===== src/rtl/lsu_pkg.sv =====
// Shared LSU encodings: width-select codes (common with the mem stage) and FSM states.
package lsu_op_enum;

  typedef enum logic [2:0] {
    SEL_B  = 3'b000,
    SEL_H  = 3'b001,
    SEL_W  = 3'b010,
    SEL_BU = 3'b100,
    SEL_HU = 3'b101
  } sel_e;

  typedef enum logic [2:0] {
    IDLE,
    ISSUE0,
    WAIT0,
    ISSUE1,
    WAIT1,
    RESP
  } state_e;

  function automatic logic sel_legal(input logic [2:0] sel);
    case (sel)
      SEL_B, SEL_H, SEL_W, SEL_BU, SEL_HU: return 1'b1;
      default:                             return 1'b0;
    endcase
  endfunction

  // H at an odd byte or W off a word boundary.
  function automatic logic misaligned(input logic [2:0] sel, input logic [1:0] off);
    return ((sel[1:0] == 2'b01) && off[0]) || ((sel[1:0] == 2'b10) && (off != 2'b00));
  endfunction

endpackage


===== src/rtl/lsu_align.sv =====
// LSU alignment: store byte-enable/data lane shifting and load extract plus sign/zero extension.
module lsu_align
  import lsu_op_enum::*;
#(
  parameter int XLEN = 32
) (
  input  logic [2:0]      sel,
  input  logic [1:0]      off,
  input  logic [XLEN-1:0] wdata,
  input  logic [XLEN-1:0] rdata0,
  input  logic [XLEN-1:0] rdata1,
  output logic [3:0]      be0,
  output logic [3:0]      be1,
  output logic [XLEN-1:0] wdata0,
  output logic [XLEN-1:0] wdata1,
  output logic [XLEN-1:0] load_data
);

  logic [3:0]      base;
  logic [4:0]      sh;
  logic [5:0]      sh_rev;
  logic [XLEN-1:0] ld;

  always_comb begin
    case (sel[1:0])
      2'b00:   base = 4'b0001;
      2'b01:   base = 4'b0011;
      default: base = 4'b1111;
    endcase
    sh     = {off, 3'b000};
    sh_rev = 6'(XLEN) - {1'b0, sh};
    // Shifts of the full width yield zero, so offset 0 leaves beat 1 empty.
    be0    = base << off;
    be1    = base >> (3'd4 - {1'b0, off});
    wdata0 = wdata << sh;
    wdata1 = wdata >> sh_rev;
    ld     = (rdata0 >> sh) | (rdata1 << sh_rev);
  end

  always_comb begin
    case (sel)
      SEL_B:   load_data = {{(XLEN-8){ld[7]}}, ld[7:0]};
      SEL_BU:  load_data = {{(XLEN-8){1'b0}}, ld[7:0]};
      SEL_H:   load_data = {{(XLEN-16){ld[15]}}, ld[15:0]};
      SEL_HU:  load_data = {{(XLEN-16){1'b0}}, ld[15:0]};
      default: load_data = ld;
    endcase
  end

endmodule


===== src/rtl/lsu.sv =====
// LSU: turns byte/half/word load/store requests into word-aligned bus beats.
// LSU_MISALIGN_EN: when defined, word-crossing H/W accesses split into two beats; otherwise they fault.
module lsu
  import lsu_op_enum::*;
#(
  parameter int XLEN = 32
) (
  input  logic            clk_i,
  input  logic            rst_i,
  input  logic            req_valid_i,
  output logic            req_ready_o,
  input  logic            req_wr_i,
  input  logic [2:0]      req_sel_i,
  input  logic [XLEN-1:0] req_addr_i,
  input  logic [XLEN-1:0] req_wdata_i,
  output logic            rsp_valid_o,
  output logic [XLEN-1:0] rsp_rdata_o,
  output logic            rsp_err_o,
  output logic            bus_valid_o,
  input  logic            bus_ready_i,
  output logic            bus_we_o,
  output logic [XLEN-1:0] bus_addr_o,
  output logic [3:0]      bus_be_o,
  output logic [XLEN-1:0] bus_wdata_o,
  input  logic            bus_rvalid_i,
  input  logic [XLEN-1:0] bus_rdata_i
);

  state_e          state_q, state_d;
  logic            wr_q, err_q;
  logic [2:0]      sel_q;
  logic [XLEN-1:0] addr_q, wdata_q, rdata0_q, rdata1_q, rsp_rdata_q;
  logic [XLEN-3:0] word_q;
  logic            accept, req_fault, split;
  logic [3:0]      be0, be1;
  logic [XLEN-1:0] wdata0, wdata1, ld_data, ld_in0, ld_in1;

  assign accept = req_valid_i & req_ready_o;
  assign word_q = addr_q[XLEN-1:2];

`ifdef LSU_MISALIGN_EN
  assign req_fault = !sel_legal(req_sel_i);
  assign split     = |be1;
`else
  assign req_fault = !sel_legal(req_sel_i) || misaligned(req_sel_i, req_addr_i[1:0]);
  assign split     = 1'b0;
`endif

  // The final beat's data is still on the bus at the edge into RESP.
  assign ld_in0 = (state_q == WAIT0) ? bus_rdata_i : rdata0_q;
  assign ld_in1 = (state_q == WAIT1) ? bus_rdata_i : rdata1_q;

  lsu_align #(.XLEN(XLEN)) u_align (
    .sel       (sel_q),
    .off       (addr_q[1:0]),
    .wdata     (wdata_q),
    .rdata0    (ld_in0),
    .rdata1    (ld_in1),
    .be0       (be0),
    .be1       (be1),
    .wdata0    (wdata0),
    .wdata1    (wdata1),
    .load_data (ld_data)
  );

  always_ff @(posedge clk_i or posedge rst_i) begin
    if (rst_i) begin
      state_q     <= IDLE;
      wr_q        <= 1'b0;
      err_q       <= 1'b0;
      sel_q       <= '0;
      addr_q      <= '0;
      wdata_q     <= '0;
      rdata0_q    <= '0;
      rdata1_q    <= '0;
      rsp_rdata_q <= '0;
    end else begin
      state_q <= state_d;
      if (accept) begin
        wr_q    <= req_wr_i;
        sel_q   <= req_sel_i;
        addr_q  <= req_addr_i;
        wdata_q <= req_wdata_i;
        err_q   <= req_fault;
      end
      if (state_q == WAIT0 && bus_rvalid_i) rdata0_q <= bus_rdata_i;
      if (state_q == WAIT1 && bus_rvalid_i) rdata1_q <= bus_rdata_i;
      if (state_d == RESP && state_q != RESP)
        rsp_rdata_q <= (state_q == WAIT0 || state_q == WAIT1) ? ld_data : '0;
    end
  end

  always_comb begin
    state_d = state_q;
    case (state_q)
      IDLE:    if (accept) state_d = req_fault ? RESP : ISSUE0;
      ISSUE0:  if (bus_ready_i) state_d = !wr_q ? WAIT0 : (split ? ISSUE1 : RESP);
      WAIT0:   if (bus_rvalid_i) state_d = split ? ISSUE1 : RESP;
      ISSUE1:  if (bus_ready_i) state_d = wr_q ? RESP : WAIT1;
      WAIT1:   if (bus_rvalid_i) state_d = RESP;
      RESP:    state_d = IDLE;
      default: state_d = IDLE;
    endcase
  end

  always_comb begin
    req_ready_o = (state_q == IDLE) && !rst_i;
    bus_valid_o = 1'b0;
    bus_we_o    = 1'b0;
    bus_addr_o  = '0;
    bus_be_o    = '0;
    bus_wdata_o = '0;
    case (state_q)
      ISSUE0: begin
        bus_valid_o = 1'b1;
        bus_we_o    = wr_q;
        bus_addr_o  = {word_q, 2'b00};
        bus_be_o    = be0;
        bus_wdata_o = wr_q ? wdata0 : '0;
      end
      ISSUE1: begin
        bus_valid_o = 1'b1;
        bus_we_o    = wr_q;
        bus_addr_o  = {word_q + (XLEN-2)'(1), 2'b00};
        bus_be_o    = be1;
        bus_wdata_o = wr_q ? wdata1 : '0;
      end
      default: ;
    endcase
  end

  assign rsp_valid_o = (state_q == RESP);
  assign rsp_err_o   = (state_q == RESP) && err_q;
  assign rsp_rdata_o = rsp_rdata_q;

endmodule


===== config.mk =====
export PLATFORM = sky130hd
export DESIGN_NAME = lsu
export DESIGN_NICKNAME = d
export VERILOG_FILES = /design/src/rtl/lsu_pkg.sv /design/src/rtl/lsu_align.sv /design/src/rtl/lsu.sv
export SDC_FILE = /design/constraint.sdc
export NUM_CORES = 1
export LEC_CHECK = 0
export ABC_AREA = 1
export BUFFER_PORTS_ARGS = -buffer_cell sky130_fd_sc_hd__buf_2
export CORE_ASPECT_RATIO = 0.9
export CORE_MARGIN = 4
export CORE_UTILIZATION = 31
export CTS_CLUSTER_DIAMETER = 120
export DETAILED_ROUTE_END_ITERATION = 6
export PLACE_DENSITY = 0.54
export SLEW_MARGIN = 10
export SYNTH_ARGS = -nofsm -noshare
export SYNTH_HDL_FRONTEND = slang
export SYNTH_SLANG_ARGS = --single-unit

===== constraint.sdc =====
create_clock -name clk_i -period 15.85 [get_ports clk_i]
set_clock_uncertainty 0.1 [all_clocks]
set_input_delay 3.17 -clock clk_i [delete_from_list [all_inputs] [get_ports clk_i]]
set_output_delay 3.17 -clock clk_i [all_outputs]
set_load 0.01 [all_outputs]

# == Yosys cells after proc, flatten, opt, wreduce, memory -nomap -nowiden ==
# Index checks and enable logic that the tools add are counted.
# totals
register_bits,168
output_inout_bits,105
word_cells,78
# op_classes
add_sub_neg,3
n_eq_ne,17
n_shift,6
mux,21
bitwise_logic,2
reduce_logical,20
# ops
cell,count
2-to-1 mux 32 bit,5
case mux 32 bit (2 select lines),2
case mux 32 bit (4 select lines),1
bitwise OR 32 bit,1
left shift 32 x 5 -> 32 bit,1
left shift 32 x 6 -> 32 bit,1
right shift 32 x 5 -> 32 bit,1
right shift 32 x 6 -> 32 bit,1
adder 30 x 1 -> 30 bit (second input constant),1
== test 3 bit (second input constant),7
2-to-1 mux 3 bit,6
case mux 4 bit (2 select lines),2
case mux 3 bit (4 select lines),1
== test 3 x 1 -> 1 bit (second input constant),3
== test 3 x 2 -> 1 bit (second input constant),3
logical NOT 3 bit,3
logical AND 1 bit,7
subtractor 6 x 5 -> 6 bit (first input constant),1
OR reduction 5 bit,1
== test 2 x 1 -> 1 bit (second input constant),2
2-to-1 mux 1 bit,4
OR reduction 2 bit,2
left shift 4 x 2 -> 4 bit,1
right shift 4 x 3 -> 4 bit,1
other kinds (8),11

# == Longest topological paths before layout ==
# depth
ltp_word,10
depth_mapped,15
ltp_nobuf,13

# == Modules after synthesis ==
# Synthesis repeated with hierarchy kept, for this count alone.
# hier_totals
hier_cells,1845
hier_area_um2,11568.6
# by_module_without_submodules
mod,instances,cells_per_inst,area_per_inst_um2,seq_area_each_um2
lsu,1,1283,8924.8,4204.0
lsu_align,1,562,2643.8,0.0

# == Worst setup path after synthesis ==
# Ideal clock, no wire load.
# synth_path
kind,input -> output
start,in rst_i
end,out req_ready_o
arrival_time_ns,3.332
required_ns,12.580
setup_slack_ns,9.248
stages,1
path_buffers,0
cell_sequence,nor2_2
# synth_between
elab_chain_cells,2
# synth_rtl
element,line_no,source
from (decl),lsu.sv:9,"input logic rst_i,"
logical NOT 1 bit,lsu.sv:107,req_ready_o = (state_q == IDLE) && !rst_i;
logical AND 1 bit,lsu.sv:107,
to (decl),lsu.sv:11,"output logic req_ready_o,"
# Every way passes these cells.

# == Worst setup path after layout ==
# layout_path
start,reg state_q[2]
end,out bus_wdata_o[16]
# layout_between
elab_chain_cells,2
# layout_rtl
element,line_no,source
from (decl),lsu.sv:29,"state_e state_q, state_d;"
from (signal assigned),lsu.sv:78,state_q <= state_d;
== test 3 x 2 -> 1 bit or == test 3 x 1 -> 1 bit (tied branches),lsu.sv:113,case (state_q)
case mux 32 bit (2 select lines) *,lsu.sv:113,
to (decl),lsu.sv:24,"output logic [XLEN-1:0] bus_wdata_o,"
# Mark *: on every way between the ends. The rest lies on a longest branch, timed or not.

==> run_results.csv <==
group,metric,value,unit
flow_run,cap_violations,0,
grt,track_usage,21.0,%
grt,grt-ovfl-total,0,
clocking,htree_num_levels,4,
clocking,clockRootBuffer,"clkbuf_16",
run_status,status,"finished, final reports clean",
drt,wire_per_inst,17.5,um
drt,vias,11600,
final_layout,drive_gt1_share,15.4,%
synthesis,synth.top_cells.by_area,"dfrtp_1 (39%), nand2_1 (21%), nand3_1 (9.6%)",
drt,vias_per_cell,5.09,
synthesis,async_reset_ff_share,100,%
critical_path,critPathMaxFanout,22,
critical_path,crit_chain,"nor2_2 > inv_2 > nor2_4 > inv_2 > nor2_4 > inv_2 > nor2_2 > inv_1 > o31ai_1 > buf_2",
pwr,switching_power,1.41,mW
pwr,powerDensity,216,nW/um2
drt,drc_errors,0,
clocking,numClockSinks,168,
critical_path,cp_slowest_cell,"dfrtp_1",
synthesis,synthCells,1676,
grt,grt_antenna_before_repair,2,
pwr,power_leakage,6.66,nW
floorplanning,core-area,34400,um2
clocking,cts_resized,0,
sta,max_freq,137,MHz
drt,antenna_left,0,
clocking,cts_tree,"built",
final_layout,area_growth,17.1,%
clocking,insertion_delay,0.45,ns
place,gp_congestion,0.877,
clocking,cts_buffers,17,
drt,wl,40.1,mm
place,portBuffers,207,
final_layout,multi_input_area,5690,um2
sta,post-route-min-period,7.29,ns
grt,grt_pass1_vias,11500,
drt,firstDrtPassIters,6,
synthesis,yosys_warnings,0,
critical_path,worst_setup_path_end_kind,"output port",
critical_path,crit_path_max_incr_delay,0.69,ns
sta,relSlewSlack,28.1,%
drt,first_iter_violations,1055,
synthesis,avgSynthCellArea,6.51,um2
final_layout,finish.net_count,1921,
sta,rsz0062_at_grt,"no",
critical_path,r2r_cells,8,
synthesis,synth_edf_count,0,
synthesis,yosysUniqueCellTypes,43,
clocking,cts_hold_buf,0,
final_layout,fin_util,37.2,%
synthesis,yosys-top-cells-count,"nand2_1 (620), nand3_1 (209), o21ai_0 (188)",
synthesis,synth_flop_cell,"dfrtp_1",
grt,grt_pass1_wl,63.3,mm
critical_path,critical_path_class,"register to output port",
sta,tns,0,ns
floorplanning,fp.dieH,186,um
floorplanning,pin_count,210,
critical_path,worstPathArrival,4.02,ns
synthesis,post-synth-top-area-cell,"dfrtp_1",
floorplanning,die_w,206,um
sta,slew_violations,0,
sta,hold_viol_final,0,
critical_path,worst-path-stages,10,
grt,grt_max_degree,103,
hold_path,hp-class,"register to register",
sta,setup_viol,0,
critical_path,start_kind,"register",
critical_path,critPathRequiredTime,12.58,ns
pwr,seqPwrFrac,29.1,%
place,hpwlAfterDp,29.1,mm
clocking,post_cts_buffers,0,
synthesis,synthMostInstantiatedCell,"nand2_1",
sta,worst_pin_slew,1.08,ns
floorplanning,initial_core_util,31.8,%
synthesis,synth_area,10900,um2
pwr,pwr-share-clk,15.9,%
final_layout,fillers,3846,
floorplanning,dieArea,38300,um2
critical_path,cp_top_family,"simple AND/OR/NAND/NOR gates",
clocking,clk_pin_slew,0.07,ns
sta,post-route-period-util,46.0,%
clocking,clock_path_buffers,2,
pwr,switching_share,51.1,%
critical_path,cpMostUsedCell,"inv_2",
hold_path,hold_depth,2,
pwr,power.share.combinational,55.0,%
final_layout,regArea,4210,um2
pwr,vdd_ir_drop_max,0.0000839,V
synthesis,synth_top_area_share,38.5,%
synthesis,ys_ff_latch,168,
floorplanning,fp-row-count,64,
pwr,intPower,1.35,mW
critical_path,critical_path_buf_inv_count,5,
synthesis,seq_area_frac_synth,38.5,%
-- cells in the final DEF (no fill, tap or decap), types with 3 or more instances in the layout --
master,instances
dfrtp_1,167
o2111ai_1,6
nand2_2,4
nor2_4,3
o22ai_1,7
nor2_2,3
clkinvlp_4,3
xor2_1,4
nor2_1,101
clkinv_4,3
a21oi_1,23
inv_2,10
nand3_2,6
o21ai_0,188
nand3_1,208
nor3_1,9
inv_1,138
a21boi_0,5
clkbuf_16,17
buf_4,12
nand2_1,620
o211ai_1,24
a32o_1,7
clkbuf_1,3
bufinv_16,3
nand4_1,7
a31oi_1,5
buf_2,207
-- worst paths after layout --
check / startpoint / end / slack, ns
min reg2reg: rsp_rdata_o[25]$_DFFE_PP0P_ / rsp_rdata_o[25]$_DFFE_PP0P_ / 0.37
min: rsp_rdata_o[25]$_DFFE_PP0P_ / rsp_rdata_o[25]$_DFFE_PP0P_ / 0.37
max reg2reg: state_q[2]$_DFF_PP0_ / rsp_rdata_o[2]$_DFFE_PP0P_ / 12.28
min in group asynchronous: rst_i / wdata_q[26]$_DFFE_PP0P_ / 2.72
max in group asynchronous: rst_i / rsp_rdata_o[28]$_DFFE_PP0P_ / 10.99
max: state_q[2]$_DFF_PP0_ / bus_wdata_o[16] / 8.56
-- power groups by stage --
stage	combinational [mW]	clock [mW]	sequential (mW)
floorplan	1.07	0	0.750
global placement	1.51	0	0.803
detailed placement	1.51	0	0.805
CTS	1.52	0.448	0.801
global route	1.71	0.468	0.830
finish	1.51	0.437	0.802
-- state kept, by name, summed over array words and instances (netlist names) --
register / cells
addr_q: 32
err_q: 1
rdata0_q: 32
rdata1_q: 32
rsp_rdata_o: 32
sel_q: 3
state_q: 3
wdata_q: 32
wr_q: 1
-- worst min-delay path, delay by kind of cell (launching register included) --
family | cells | cell delay [ns]
DFF | 1 | 0.33
and+or+nand+nor | 2 | 0.11
-- cell families (layout without fill, tap and decap cells) --
| logic type | Yosys count | after routing | share of synthesized area (%) |
|---|---|---|---|
| fa+ha+maj | 2 | 2 | 0.229 |
| xor+xnor | 4 | 4 | 0.321 |
| buf+inv | 252 | 402 | 9.38 |
| flops | 168 | 168 | 38.5 |
| other cells | 1 | 3 | 0.0344 |
| simple gates | 967 | 967 | 36.8 |
| compound gates | 282 | 282 | 14.7 |
-- layer usage --
metal  track usage [%]  share of wire, %  up-vias
met4              3.86               1.3        4
met1              28.4                45     5481
li1                  -                 -     5711
met2              34.7                47      414
met5                 0             0.052        -
met3              5.03               6.8       37
-- through the flow --
step	setup WS [ns]	total power, mW	instance area (um2)	hold slack (ns)	std cells
final	8.56	2.75	12800	0.373	2290
after detailed placement	8.99	2.31	12200	0.361	2257
after global routing	8.30	3.01	12800	0.400	2289
after floorplan	8.03	1.82	10900	0.353	1677
after CTS	8.59	2.76	12800	0.378	2289
after global placement	8.99	2.31	12200	0.361	2257
-- cell type report --
cell class | count | share of cell area, %
antenna | 1 | 0.0196
clock buffer | 21 | 3.53
clock inverter | 11 | 1.17
inverter | 151 | 4.48
multi-input combinational | 1257 | 44.5
sequential | 168 | 32.9
tap | 462 | 4.53
timing repair buffer | 219 | 8.82
Note: power is estimated with default switching activity, not from simulation.
